## src/rtl/spi_responder.sv

```systemverilog
`default_nettype none
// ============================================================================
// Module      : spi_responder
// Description : SPI mode-0 responder giving an external microcontroller
//               read/write access to an 8-entry byte register window.
//               All SPI pins are oversampled in the clk28 domain. Writes leave
//               as a one-cycle strobe; reads fetch through rd_addr/rd_data.
//               Optional feature macro: SPI_RESPONDER_AUTOINC_EN (burst
//               address auto-increment after every data byte).
// Revision    : 1.0 - initial release
// ============================================================================
module spi_responder (
  input  logic       clk28,
  input  logic       rst_n,
  input  logic       spi_cs_n,
  input  logic       spi_sck,
  input  logic       spi_mosi,
  output logic       spi_miso,
  output logic       spi_miso_oe,
  output logic       wr_strobe,
  output logic [2:0] wr_addr,
  output logic [7:0] wr_data,
  output logic [2:0] rd_addr,
  input  logic [7:0] rd_data,
  output logic       busy
);

  // Status/sync byte presented on MISO while the command byte is received.
  localparam logic [7:0] c_sync_byte = 8'hA5;

`ifdef SPI_RESPONDER_AUTOINC_EN
  localparam logic c_autoinc = 1'b1;
`else
  localparam logic c_autoinc = 1'b0;
`endif

  typedef enum logic [1:0] {
    S_IDLE  = 2'd0,
    S_CMD   = 2'd1,
    S_WRITE = 2'd2,
    S_READ  = 2'd3
  } state_t;

  // [0]/[1] are the synchroniser flops, [2] is the edge-detect history.
  logic [2:0] r_cs_sync;
  logic [2:0] r_sck_sync;
  // MOSI is only sampled, never edge-detected, so it needs no history stage.
  logic [1:0] r_mosi_sync;

  state_t     r_state;
  logic [2:0] r_bit_cnt;
  logic [7:0] r_rx;
  logic [7:0] r_shreg;
  logic [2:0] r_addr;
  logic       r_load_pend;

  logic       w_sck_rise;
  logic       w_sck_fall;
  logic       w_cs_fall;
  logic       w_cs_high;
  logic       w_mosi;
  logic [7:0] w_rx_byte;
  logic       w_byte_done;
  logic [2:0] w_next_addr;

  // Bring the asynchronous SPI pins into the clk28 domain.
  always_ff @(posedge clk28 or negedge rst_n) begin
    if (!rst_n) begin
      r_cs_sync   <= 3'b111;
      r_sck_sync  <= 3'b000;
      r_mosi_sync <= 2'b00;
    end else begin
      r_cs_sync   <= {r_cs_sync[1:0], spi_cs_n};
      r_sck_sync  <= {r_sck_sync[1:0], spi_sck};
      r_mosi_sync <= {r_mosi_sync[0], spi_mosi};
    end
  end

  assign w_sck_rise  = r_sck_sync[1] & ~r_sck_sync[2];
  assign w_sck_fall  = ~r_sck_sync[1] & r_sck_sync[2];
  assign w_cs_fall   = ~r_cs_sync[1] & r_cs_sync[2];
  assign w_cs_high   = r_cs_sync[1];
  assign w_mosi      = r_mosi_sync[1];
  assign w_rx_byte   = {r_rx[6:0], w_mosi};
  assign w_byte_done = w_sck_rise && (r_bit_cnt == 3'd7);
  assign w_next_addr = c_autoinc ? (r_addr + 3'd1) : r_addr;

  assign spi_miso    = r_shreg[7];

  // Frame state machine: command decode, write strobes, read reloads, MISO shifting.
  always_ff @(posedge clk28 or negedge rst_n) begin
    if (!rst_n) begin
      r_state     <= S_IDLE;
      r_bit_cnt   <= 3'd0;
      r_rx        <= 8'h00;
      r_shreg     <= c_sync_byte;
      r_addr      <= 3'd0;
      r_load_pend <= 1'b0;
      spi_miso_oe <= 1'b0;
      busy        <= 1'b0;
      wr_strobe   <= 1'b0;
      wr_addr     <= 3'd0;
      wr_data     <= 8'h00;
      rd_addr     <= 3'd0;
    end else begin
      wr_strobe   <= 1'b0;
      r_load_pend <= 1'b0;
      case (r_state)
        S_IDLE: begin
          if (w_cs_fall) begin
            r_state     <= S_CMD;
            r_bit_cnt   <= 3'd0;
            r_shreg     <= c_sync_byte;
            spi_miso_oe <= 1'b1;
            busy        <= 1'b1;
          end
        end
        default: begin
          if (w_cs_high) begin
            // Deselect wins over any simultaneous SCK edge; a partial byte is dropped.
            r_state     <= S_IDLE;
            r_bit_cnt   <= 3'd0;
            spi_miso_oe <= 1'b0;
            busy        <= 1'b0;
          end else begin
            // rd_data is valid the cycle after rd_addr moves; the byte-ending
            // fall (bit counter back at 0) must not shift the fresh byte away.
            if (r_load_pend) begin
              r_shreg <= rd_data;
            end else if (w_sck_fall && (r_bit_cnt != 3'd0)) begin
              r_shreg <= {r_shreg[6:0], 1'b0};
            end

            if (w_sck_rise) begin
              r_rx      <= w_rx_byte;
              r_bit_cnt <= r_bit_cnt + 3'd1;
            end

            if (w_byte_done) begin
              case (r_state)
                S_CMD: begin
                  r_addr <= w_rx_byte[2:0];
                  if (w_rx_byte[7]) begin
                    r_state     <= S_READ;
                    rd_addr     <= w_rx_byte[2:0];
                    r_load_pend <= 1'b1;
                  end else begin
                    r_state <= S_WRITE;
                  end
                end
                S_WRITE: begin
                  wr_strobe <= 1'b1;
                  wr_addr   <= r_addr;
                  wr_data   <= w_rx_byte;
                  r_addr    <= w_next_addr;
                end
                S_READ: begin
                  r_addr      <= w_next_addr;
                  rd_addr     <= w_next_addr;
                  r_load_pend <= 1'b1;
                end
                default: begin
                end
              endcase
            end
          end
        end
      endcase
    end
  end

endmodule
`default_nettype wire

```

## config.mk

```make
export PLATFORM = sky130hd
export DESIGN_NAME = spi_responder
export DESIGN_NICKNAME = d
export VERILOG_FILES = /design/src/rtl/spi_responder.sv
export SDC_FILE = /design/constraint.sdc
export NUM_CORES = 1
export LEC_CHECK = 0
export ABC_AREA = 1
export CORE_UTILIZATION = 45
export CTS_CLUSTER_SIZE = 20
export DETAILED_ROUTE_END_ITERATION = 10
export PLACE_DENSITY = 0.72
export SLEW_MARGIN = 20
export SYNTH_ARGS = -nofsm -noshare
export SYNTH_HDL_FRONTEND = slang
export SYNTH_SLANG_ARGS = --single-unit
```

## constraint.sdc

```tcl
create_clock -name clk28 -period 2.9 [get_ports clk28]
set_input_delay 0.725 -clock clk28 [delete_from_list [all_inputs] [get_ports clk28]]
set_output_delay 0.725 -clock clk28 [all_outputs]
set_load 0.1 [all_outputs]
```

# After elaboration in Yosys (flattened, before gate mapping)
# Index checks and enable logic that the tools add are counted.
word_totals:
  ff_bits: 48
  output_inout_bits: 18
  wordCells: 76
classes:
  add_sub_neg: 1
  n_eq_ne: 7
  muxes: 29
  bitwise: 7
  n_reduce_logical: 18
op_table:
  columns: ["operator", "count"]
  rows:
  - ["$mux W8", 5]
  - ["$mux W3", 5]
  - ["$reduce_bool A3 Y1", 5]
  - ["$mux W1", 12]
  - ["$mux W2", 5]
  - ["$reduce_and A3 Y1", 3]
  - ["$reduce_and A4 Y1", 2]
  - ["$pmux W3 S2", 1]
  - ["$reduce_and A5 Y1", 1]
  - ["$eq A2 B2 Y1 const B", 2]
  - ["$ne A2 B2 Y1 const B", 2]
  - ["$not A1 Y1", 4]
  - ["$reduce_and A2 Y1", 2]
  - ["$reduce_bool A2 Y1", 2]
  - ["$add A3 B1 Y3 const B", 1]
  - ["$and A1 B1 Y1", 3]
  - ["$eq A3 B3 Y1 const B", 1]
  - ["$eq A2 B1 Y1 const B", 1]
  - ["$logic_and A1 B1 Y1", 2]
  - ["$logic_not A2 Y1", 1]
  - ["$ne A2 B1 Y1 const B", 1]
  - ["$pmux W1 S2", 1]

# Longest topological paths before layout
# Gate-level depths: netlist of the first run.
depth:
  depth_word: 7
  depth_mapped: 9
  ltp_nobuf: 9

# Least setup slack after synthesis of the first run
# OpenSTA, ideal clock, no wires.
synth_path:
  path_kind: "flip-flop to output port"
  from: "register busy (netlist name)"
  to: "output spi_miso_oe"
  t_arrival_ns: 1.340
  required_ns: 2.175
  path_slack_ns: 0.835
  stages_incl_launch_ff: 2
  path_buffers: 1
  path_cell_list: "dfrtp_1 buf_4"
synth_rtl:
  columns: ["item", "line_no", "text"]
  rows:
  - ["to (decl)", "19", "output logic spi_miso_oe,"]

# Final worst setup path of the first run
layout_path:
  from: "register r_bit_cnt[1]"
  to: "register wr_data[7]"
layout_between:
  elab_chain_len: 3
layout_lines:
  columns: ["item", "line_no", "text"]
  rows:
  - ["from (decl)", "51", "logic [2:0] r_bit_cnt;"]
  - ["from (signal assigned)", "136", "r_bit_cnt <= r_bit_cnt + 3'd1;"]
  - ["$eq A3 B3 Y1", "85", "assign w_byte_done = w_sck_rise && (r_bit_cnt == 3'd7);"]
  - ["$logic_and A1 B1 Y1", "85", null]
  - ["$reduce_and A4 Y1 (no line)", null, null]
  - ["to (signal assigned)", "154", "wr_data <= w_rx_byte;"]
  - ["to (decl)", "22", "output logic [7:0] wr_data,"]
# Every way passes these cells.
# A chain may end at the register's enable or synchronous reset.

==> results.py, run 1 <==
metrics = {
    "status": {
        "outcome": "finished, final reports clean",
    },
    "sta": {
        "fmax_mhz": 492,
        "post-route-period-util_pct": 70.1,
        "fin_crit_ns": 2.03,
        "worstMarginPinSlew_ns": 0.862,
        "drv_slew": 0,
        "fin_setup_tns_ns": 0,
        "setup_viol": 0,
        "rsz0062_at_grt": "no",
        "fin_hold_ws_ns": 0.356,
        "hold_viol": 0,
        "clock_skew_ns": 0.00621,
        "relSlewSlack_pct": 42.4,
    },
    "layout": {
        "drive_above_1_share_pct": 16.7,
        "final_cell_area_um2": 2420,
        "fillers": 419,
        "finalNetCount": 274,
        "utilization_pct": 55.6,
        "num_antenna_cells": 0,
        "syn2layout_area_growth_pct": 18.6,
    },
    "yosys": {
        "syn_inst": 225,
        "synth_cell_type_count": 21,
        "synth_top_cell_by_area": "dfrtp_1",
        "ys_async_sr_fraction_pct": 100,
        "synth_edf_count": 0,
        "synth_top_area_share_pct": 50.2,
        "synthFlopType": "dfrtp_1",
        "synth_warnings": 0,
        "synth_seq_cells": 48,
        "seq_area_frac_synth_pct": 59.3,
        "synth_common_cells": "nand2_1, dfrtp_1, inv_1",
        "synth_area_leaders": "dfrtp_1, nand2_1, dfstp_2",
        "yosysMostFrequentCell": "nand2_1",
        "netlist_area_um2": 2040,
        "syn_nets": 241,
        "syn_avg_cell_area_um2": 9.08,
    },
    "clock_tree": {
        "htree_levels": 2,
        "cts_sinks": 48,
        "clockBufferDepth": 2,
        "post_cts_buffers": 0,
        "cts-resized-gates": 0,
        "cts_made_buffers": 5,
        "cts_hold_buffers": 0,
        "worstSkewPairLatency_ns": 0.29,
        "cts_tree": "done",
        "clk_pin_slew_ns": 0.08,
        "clockRootBuffer": "clkbuf_8",
    },
    "grt": {
        "grt_max_degree": 26,
        "met2_usage_pct": 29.3,
        "antenna_found_initial": 0,
        "grt_pass1_wl_um": 6840,
        "met1_usage_pct": 23.2,
        "grt_pass1_vias": 1514,
        "grt-busiest-layer": "met2",
        "grt.total_usage_pct": 18.0,
        "grt.overflow.total": 0,
        "grt_use_met3_pct": 4.65,
    },
    "place": {
        "port_buffers": 30,
        "post-dp-hpwl_um": 2690,
        "gp_congestion": 0.806,
        "place_area_um2": 2340,
    },
    "floorplan": {
        "core_area_um2": 4350,
        "initial_core_util_pct": 46.9,
        "die_x_um": 69.4,
        "die_y_um": 69.4,
        "die_area_um2": 4810,
        "io_pins": 31,
        "rows": 24,
    },
    "pwr": {
        "finalPower_mw": 1.78,
        "ir_drop_v": 0.000374,
        "power.density_nw_per_um2": 736,
        "p_leak_nw": 1.21,
    },
    "worst_setup_path": {
        "start_kind": "flip-flop",
        "critPathCaptureType": "flip-flop",
        "reg2reg_slack_ns": 0.87,
        "cp_max_fo": 23,
        "crit_required_ns": 3.09,
        "crit_arrival_ns": 2.22,
        "r2r_cells": 4,
        "worst-setup-path-type": "reg2reg",
    },
    "drt": {
        "drc_errors": 0,
        "wire_per_inst_um": 12.4,
        "wl_um": 3840,
        "drt_iter0_drc": 65,
        "ant_nets": 0,
        "dr.pass1.iters": 4,
        "viasPerCell": 4.86,
        "vias": 1507,
    },
    "flow_run": {
        "cap_violations": 0,
    },
    "min_path": {
        "hold_path.class": "reg2reg",
        "worstHoldPathCells": 0,
    },
}
worst max-delay path, stage by stage, from the launching register on:
cell and delay [ns]:
dfrtp_1 0.38, ha_1 0.15, ha_1 0.24, nand4_1 0.71, o21ai_0 0.44
layout by cell type (no fill, tap or decap), types with 4 or more instances in the layout:
cell type / n
clkbuf_8: 5
nor2_1: 4
dfstp_2: 7
buf_4: 18
dfrtp_1: 41
nand2_1: 81
o21ai_1: 9
a21oi_1: 6
nand4_1: 4
nand3_1: 12
inv_1: 23
clkdlybuf4s50_1: 11
o21ai_0: 20
cell families after synthesis:
logic type               share of synthesized area [%]
flip-flops                                        59.3
AND/OR/NAND/NOR                                   23.8
adder cells (fa/ha/maj)                           1.84
AO/OA/AOI/OAI                                     9.01
buffers and inverters                             6.07
state kept, by name (all words and copies together), names as in the netlist:
name / flops
rd_addr: 3
wr_data: 8
r_state: 2
wr_addr: 3
busy: 1
r_addr: 3
r_load_pend: 1
r_sck_sync: 3
r_shreg: 8
r_rx: 7
wr_strobe: 1
r_mosi_sync: 2
r_cs_sync: 3
r_bit_cnt: 3
final cells by class:
type	instances	area (um2)	area share (%)
clock buffer	6	72.6	3.00
clock inverter	1	5.00	0.207
inverter	24	90.1	3.72
multi-input combinational	148	708	29.3
sequential	48	1210	50.0
tap	52	65.1	2.69
timing repair buffer	31	270	11.2
report_power, final:
| group | internal, mW | leakage, nW | switching, mW |
|---|---|---|---|
| logic | 0.160 | 0.544 | 0.385 |
| clock network | 0.164 | 0.0410 | 0.201 |
| registers | 0.800 | 0.625 | 0.0720 |
final timing paths:
path / to / start
max reg2reg: wr_data[7] / r_bit_cnt[1]
min in group asynchronous: wr_data[7] / rst_n
max in group asynchronous: r_rx[0] / rst_n
min: r_mosi_sync[1] / r_mosi_sync[0]
min reg2reg: r_mosi_sync[1] / r_mosi_sync[0]
max: wr_data[7] / r_bit_cnt[1]
metrics by stage:
stage	setup WS, ns	instances
floorplan	0.835	225
global placement	0.957	303
detailed placement	0.840	303
CTS	0.811	310
global route	0.503	310
finish	0.866	310
layer usage:
| layer | routed length (um) | up-vias | share of wire, % |
|---|---|---|---|
| met5 | 0 | - | 0 |
| met4 | 59 | 0 | 1.5 |
| met3 | 149 | 6 | 3.9 |
| met2 | 1780 | 28 | 46 |
| met1 | 1840 | 701 | 48 |
| li1 | - | 772 | - |
No activity file was read; power rests on OpenSTA's default activity.
==> run 2, diff against run 1 <==
--- a/config.mk
+++ b/config.mk
@@ -9,7 +9,7 @@
 export CORE_UTILIZATION = 45
 export CTS_CLUSTER_SIZE = 20
 export DETAILED_ROUTE_END_ITERATION = 10
-export PLACE_DENSITY = 0.72
+export PLACE_DENSITY = 0.75
 export SLEW_MARGIN = 20
 export SYNTH_ARGS = -nofsm -noshare
 export SYNTH_HDL_FRONTEND = slang
==> constraint.sdc (replaced) <==
create_clock -name clk28 -period 1.8 [get_ports clk28]
set_input_delay 0.45 -clock clk28 [delete_from_list [all_inputs] [get_ports clk28]]
set_output_delay 0.45 -clock clk28 [all_outputs]
set_load 0.1 [all_outputs]
==> run 2 against run 1 <==
  * Global-route usage is 0.47 points lower
  * Non-clock buffer count increased by 2
  * Wire length is 3.9% higher
  * Worst setup slack lost 0.57 ns
  * First-iteration DRC count shrank 18%
  * Design area increased by 12%
  * Clock power is 130% higher
  * Cell count rose by 0.97%
  * Count of clock-buffer cells in the layout grew 1
  * Critical path depth down 3
  * Critical path type is now reg2out
==> results.py, run 2 (same netlist as run 1, synthesis figures left out) <==
metrics = {
    "worst_setup_path": {
        "rr_startpoint": "r_bit_cnt[1]",
        "path_delay_family": "flip-flops",
        "cp_max_fo": 2,
        "crit_start": "r_shreg[7]",
        "r2r_cells": 6,
        "max_stage_delay_ns": 0.57,
        "reg2reg_slack_ns": 0.33,
        "crit_buf_inv": 1,
        "crit_required_ns": 1.35,
        "worstSetupEndpoint": "spi_miso",
        "crit_arrival_ns": 1.05,
        "cp_slowest_cell": "dfstp_2",
        "worst-setup-path-type": "reg2out",
        "critPathCaptureType": "output port",
        "start_kind": "flip-flop",
        "path_cells": "buf_12",
        "r2r-end": "wr_addr[0]",
        "critical_path_depth": 1,
    },
    "layout": {
        "num_antenna_cells": 0,
        "drive_above_1_share_pct": 18.0,
        "final_common_cell": "nand2_1",
        "syn2layout_area_growth_pct": 32.7,
        "final_cell_mix": "nand2_1, dfrtp_1, inv_1, o21ai_0, buf_12",
        "utilization_pct": 62.2,
        "finalNetCount": 276,
        "top_regs": "r_shreg (8), wr_data (8), r_rx (7)",
    },
    "place": {
        "port_buffers": 30,
        "post-dp-hpwl_um": 2770,
        "gp_congestion": 0.800,
    },
    "clock_tree": {
        "cts_sinks": 48,
        "cts-resized-gates": 0,
        "worstSkewPairLatency_ns": 0.31,
        "cts_tree": "done",
        "cts_hold_buffers": 0,
        "clockRootBuffer": "clkbuf_8",
        "cts_made_buffers": 5,
        "htree_levels": 2,
        "clk_pin_slew_ns": 0.09,
        "clockBufferDepth": 2,
        "post_cts_buffers": 0,
    },
    "drt": {
        "wire_per_inst_um": 12.7,
        "drc_errors": 0,
        "drt_iter0_drc": 53,
        "ant_nets": 0,
        "dr.pass1.iters": 4,
        "vias": 1555,
        "wl_um": 3990,
        "viasPerCell": 4.97,
    },
    "min_path": {
        "hold_path.class": "in2async",
    },
    "grt": {
        "grt_pass1_vias": 1507,
        "antenna_found_initial": 0,
        "grt_pass1_wl_um": 6640,
        "grt.overflow.total": 0,
        "grt.total_usage_pct": 17.6,
        "grt_max_degree": 49,
    },
    "pwr": {
        "seqPwrFrac_pct": 43.9,
        "p_leak_nw": 1.29,
        "sw_frac_of_total_pct": 34.4,
        "ir_drop_v": 0.000654,
        "clockPowerShare_pct": 26.0,
        "comb_power_share_pct": 30.1,
        "power.density_nw_per_um2": 1200,
        "switching_power_mw": 1.12,
        "p_int_mw": 2.13,
    },
    "floorplan": {
        "die_y_um": 69.4,
        "rows": 24,
        "io_pins": 31,
        "die_x_um": 69.4,
        "core_area_um2": 4350,
        "initial_core_util_pct": 46.9,
        "die_area_um2": 4810,
    },
    "flow_run": {
        "cap_violations": 0,
    },
    "status": {
        "outcome": "finished, final reports clean",
    },
    "sta": {
        "fin_hold_ws_ns": 0.112,
        "hold_viol": 0,
        "post-route-period-util_pct": 83.3,
        "fmax_mhz": 667,
        "rsz0062_at_grt": "no",
        "setup_viol": 0,
        "fin_setup_tns_ns": 0,
        "drv_slew": 0,
        "fin_crit_ns": 1.50,
        "relSlewSlack_pct": 80.8,
        "worstMarginPinSlew_ns": 0.288,
        "clock_skew_ns": 0.00837,
    },
}
run 2: how the worst min path moves through the flow:
stage,cells after the start,from,endpoint,slack (ns)
finish,2,rst_n,r_shreg[4],0.11
global route,2,rst_n,busy,0.13
CTS,2,rst_n,r_shreg[4],0.12
detailed placement,0,r_mosi_sync[0],r_mosi_sync[1],0.33
global placement,0,r_mosi_sync[0],r_mosi_sync[1],0.33
floorplan,0,rst_n,busy,0.15
run 2: final cells by class:
cell class	instances	area, um2
clock buffers	7	96.3
clock inverters	1	30.0
fillers	352	1640
inverters	24	90.1
multi-input cells	148	708
flip-flops and latches	48	1210
well taps	52	65.1
repair buffers	33	510
run 2: routing by layer:
layer	vias up	wire length, um	GRT usage (%)
met1	737	1790	21.6
met2	33	1960	30.0
met5	-	0	0
li1	779	-	-
met4	0	68	6.80
met3	6	160	3.92
run 2: power by group through the flow:
stage          Combinational [mW]  Sequential, mW  Clock, mW
2_1_floorplan               0.540            1.56          0
3_3_place_gp                0.954            1.44          0
3_5_place_dp                0.977            1.45          0
4_1_cts                     0.986            1.43      0.859
5_1_grt                      1.07            1.45      0.897
6_report                    0.977            1.43      0.844
run 2: through the flow:
stage	cells	power (mW)	setup slack (ns)	cell area [um2]
floorplan	225	2.10	0.0101	2040
global placement	305	2.39	0.401	2580
detailed placement	305	2.43	0.334	2580
CTS	313	3.27	0.294	2710
global route	313	3.42	0.166	2710
finish	313	3.25	0.301	2710
==> run 3, diff against run 2 <==
--- a/config.mk
+++ b/config.mk
@@ -9,7 +9,7 @@
 export CORE_UTILIZATION = 45
 export CTS_CLUSTER_SIZE = 20
 export DETAILED_ROUTE_END_ITERATION = 10
-export PLACE_DENSITY = 0.75
+export PLACE_DENSITY = 0.72
 export SLEW_MARGIN = 20
 export SYNTH_ARGS = -nofsm -noshare
 export SYNTH_HDL_FRONTEND = slang
==> constraint.sdc (replaced) <==
create_clock -name clk28 -period 1.55 [get_ports clk28]
set_input_delay 0.3875 -clock clk28 [delete_from_list [all_inputs] [get_ports clk28]]
set_output_delay 0.3875 -clock clk28 [all_outputs]
set_load 0.1 [all_outputs]
==> run 3 against run 2 <==
  * Wire length decreased by 7.7%
  * First-iteration DRC count up 96%
  * Cell count increased by 0.32%
  * Critical path depth unchanged
  * Clock skew decreased by 0.0027 ns
  * Clock power decreased by 10%
  * Global-route usage about the same
  * Count of clock-buffer cells in the layout rose by 1
  * Hold slack worse by 0.066 ns
==> results.py, run 3 (same netlist as run 1, synthesis figures left out) <==
metrics = {
    "layout": {
        "final_common_cell": "nand2_1",
        "num_antenna_cells": 0,
        "syn2layout_area_growth_pct": 32.1,
        "finalNetCount": 277,
        "top_regs": "r_shreg (8), wr_data (8), r_rx (7)",
        "fillers": 346,
        "final_cell_mix": "nand2_1, dfrtp_1, inv_1, o21ai_0, buf_12",
        "drive_above_1_share_pct": 18.3,
    },
    "drt": {
        "viasPerCell": 4.85,
        "wl_um": 3680,
        "drt_iter0_drc": 104,
        "ant_nets": 0,
        "met2WireLength_um": 1650,
        "drc_errors": 0,
        "dr.pass1.iters": 4,
        "routedLengthMet1_um": 1780,
        "vias": 1523,
        "wire_per_inst_um": 11.7,
        "wl_met3_um": 171,
        "highest_layer": "met4",
    },
    "worst_setup_path": {
        "path_delay_family": "flip-flops",
        "max_stage_delay_ns": 0.57,
        "worst-setup-path-type": "reg2out",
        "start_kind": "flip-flop",
        "crit_required_ns": 1.16,
        "critPathCaptureType": "output port",
        "cp_slowest_cell": "dfstp_2",
        "crit_arrival_ns": 1.04,
        "crit_buf_inv": 1,
        "path_cells": "buf_12",
        "cp_max_fo": 2,
    },
    "pwr": {
        "power.density_nw_per_um2": 1310,
        "p_leak_nw": 1.28,
        "ir_drop_v": 0.000595,
    },
    "sta": {
        "worstMarginPinSlew_ns": 0.311,
        "relSlewSlack_pct": 79.2,
        "hold_viol": 0,
        "rsz0062_at_grt": "no",
        "fin_crit_ns": 1.43,
        "fin_hold_ws_ns": 0.0461,
        "fin_setup_tns_ns": 0,
        "setup_viol": 0,
        "drv_slew": 0,
        "clock_skew_ns": 0.00567,
        "fmax_mhz": 699,
        "post-route-period-util_pct": 92.2,
    },
    "place": {
        "post-dp-hpwl_um": 2560,
        "port_buffers": 30,
        "gp_congestion": 0.789,
    },
    "floorplan": {
        "core_area_um2": 4350,
        "die_y_um": 69.4,
        "die_x_um": 69.4,
        "die_area_um2": 4810,
        "rows": 24,
        "initial_core_util_pct": 46.9,
        "io_pins": 31,
    },
    "grt": {
        "grt_pass1_wl_um": 6600,
        "grt_pass1_vias": 1454,
        "grt.overflow.total": 0,
        "grt.total_usage_pct": 17.5,
        "antenna_found_initial": 0,
        "grt_max_degree": 49,
    },
    "min_path": {
        "hold_path.class": "in2async",
    },
    "clock_tree": {
        "cts_sinks": 48,
        "clockBufferDepth": 2,
        "clockRootBuffer": "clkbuf_8",
        "cts_hold_buffers": 0,
        "cts_tree": "done",
        "htree_levels": 2,
        "cts_made_buffers": 5,
        "clk_pin_slew_ns": 0.08,
        "worstSkewPairLatency_ns": 0.30,
    },
    "flow_run": {
        "cap_violations": 0,
    },
    "status": {
        "outcome": "finished, final reports clean",
    },
}
## run 3: repair_timing
action / CTS / global route
gates resized for setup: 0 / 1
setup buffers: 0 / 0
endpoints found under the hold margin: 0 / 0
setup endpoints to repair: 0 / 4
## run 3: worst paths after layout
kind | startpoint | end | slack [ns] | cells after the start
max | r_shreg[7] | spi_miso | 0.12 | 1
min | rst_n | r_bit_cnt[2] | 0.05 | 2
max reg2reg | r_bit_cnt[1] | r_state[0] | 0.14 | 7
min reg2reg | r_sck_sync[0] | r_sck_sync[1] | 0.35 | 0
max in group asynchronous | rst_n | r_cs_sync[0] | 1.22 | 2
min in group clk28 | r_sck_sync[0] | r_sck_sync[1] | 0.35 | 0
## run 3: final cells by class
type / instances / area [um2] / area share, %
Inverter: 24 / 90.1 / 3.34
Multi-Input combinational cell: 148 / 711 / 26.3
Timing Repair Buffer: 34 / 531 / 19.7
Tap cell: 52 / 65.1 / 2.41
Clock buffer: 8 / 90.1 / 3.34
Sequential cell: 48 / 1210 / 44.9
## run 3: per-stage QoR
stage	total power, mW	setup WS [ns]	instance area [um2]	instances	util (%)
floorplan	2.44	0.116	2040	225	-
global placement	2.78	0.119	2610	306	59.8
detailed placement	2.80	0.123	2610	306	59.8
CTS	3.56	0.0892	2700	314	61.9
global route	3.76	0.000589	2700	314	62.0
finish	3.54	0.120	2700	314	62.0
## run 3: routing by layer
| metal | track usage [%] | vias up |
|---|---|---|
| met3 | 3.78 | 7 |
| li1 | - | 781 |
| met5 | 0 | - |
| met4 | 9.98 | 0 |
| met1 | 23.8 | 696 |
| met2 | 26.1 | 39 |
## run 3: power by group
part	internal (mW)	total, mW	switching [mW]
registers	1.50	1.66	0.155
logic	0.411	1.12	0.711
clock network	0.364	0.757	0.393
total	2.28	3.54	1.26
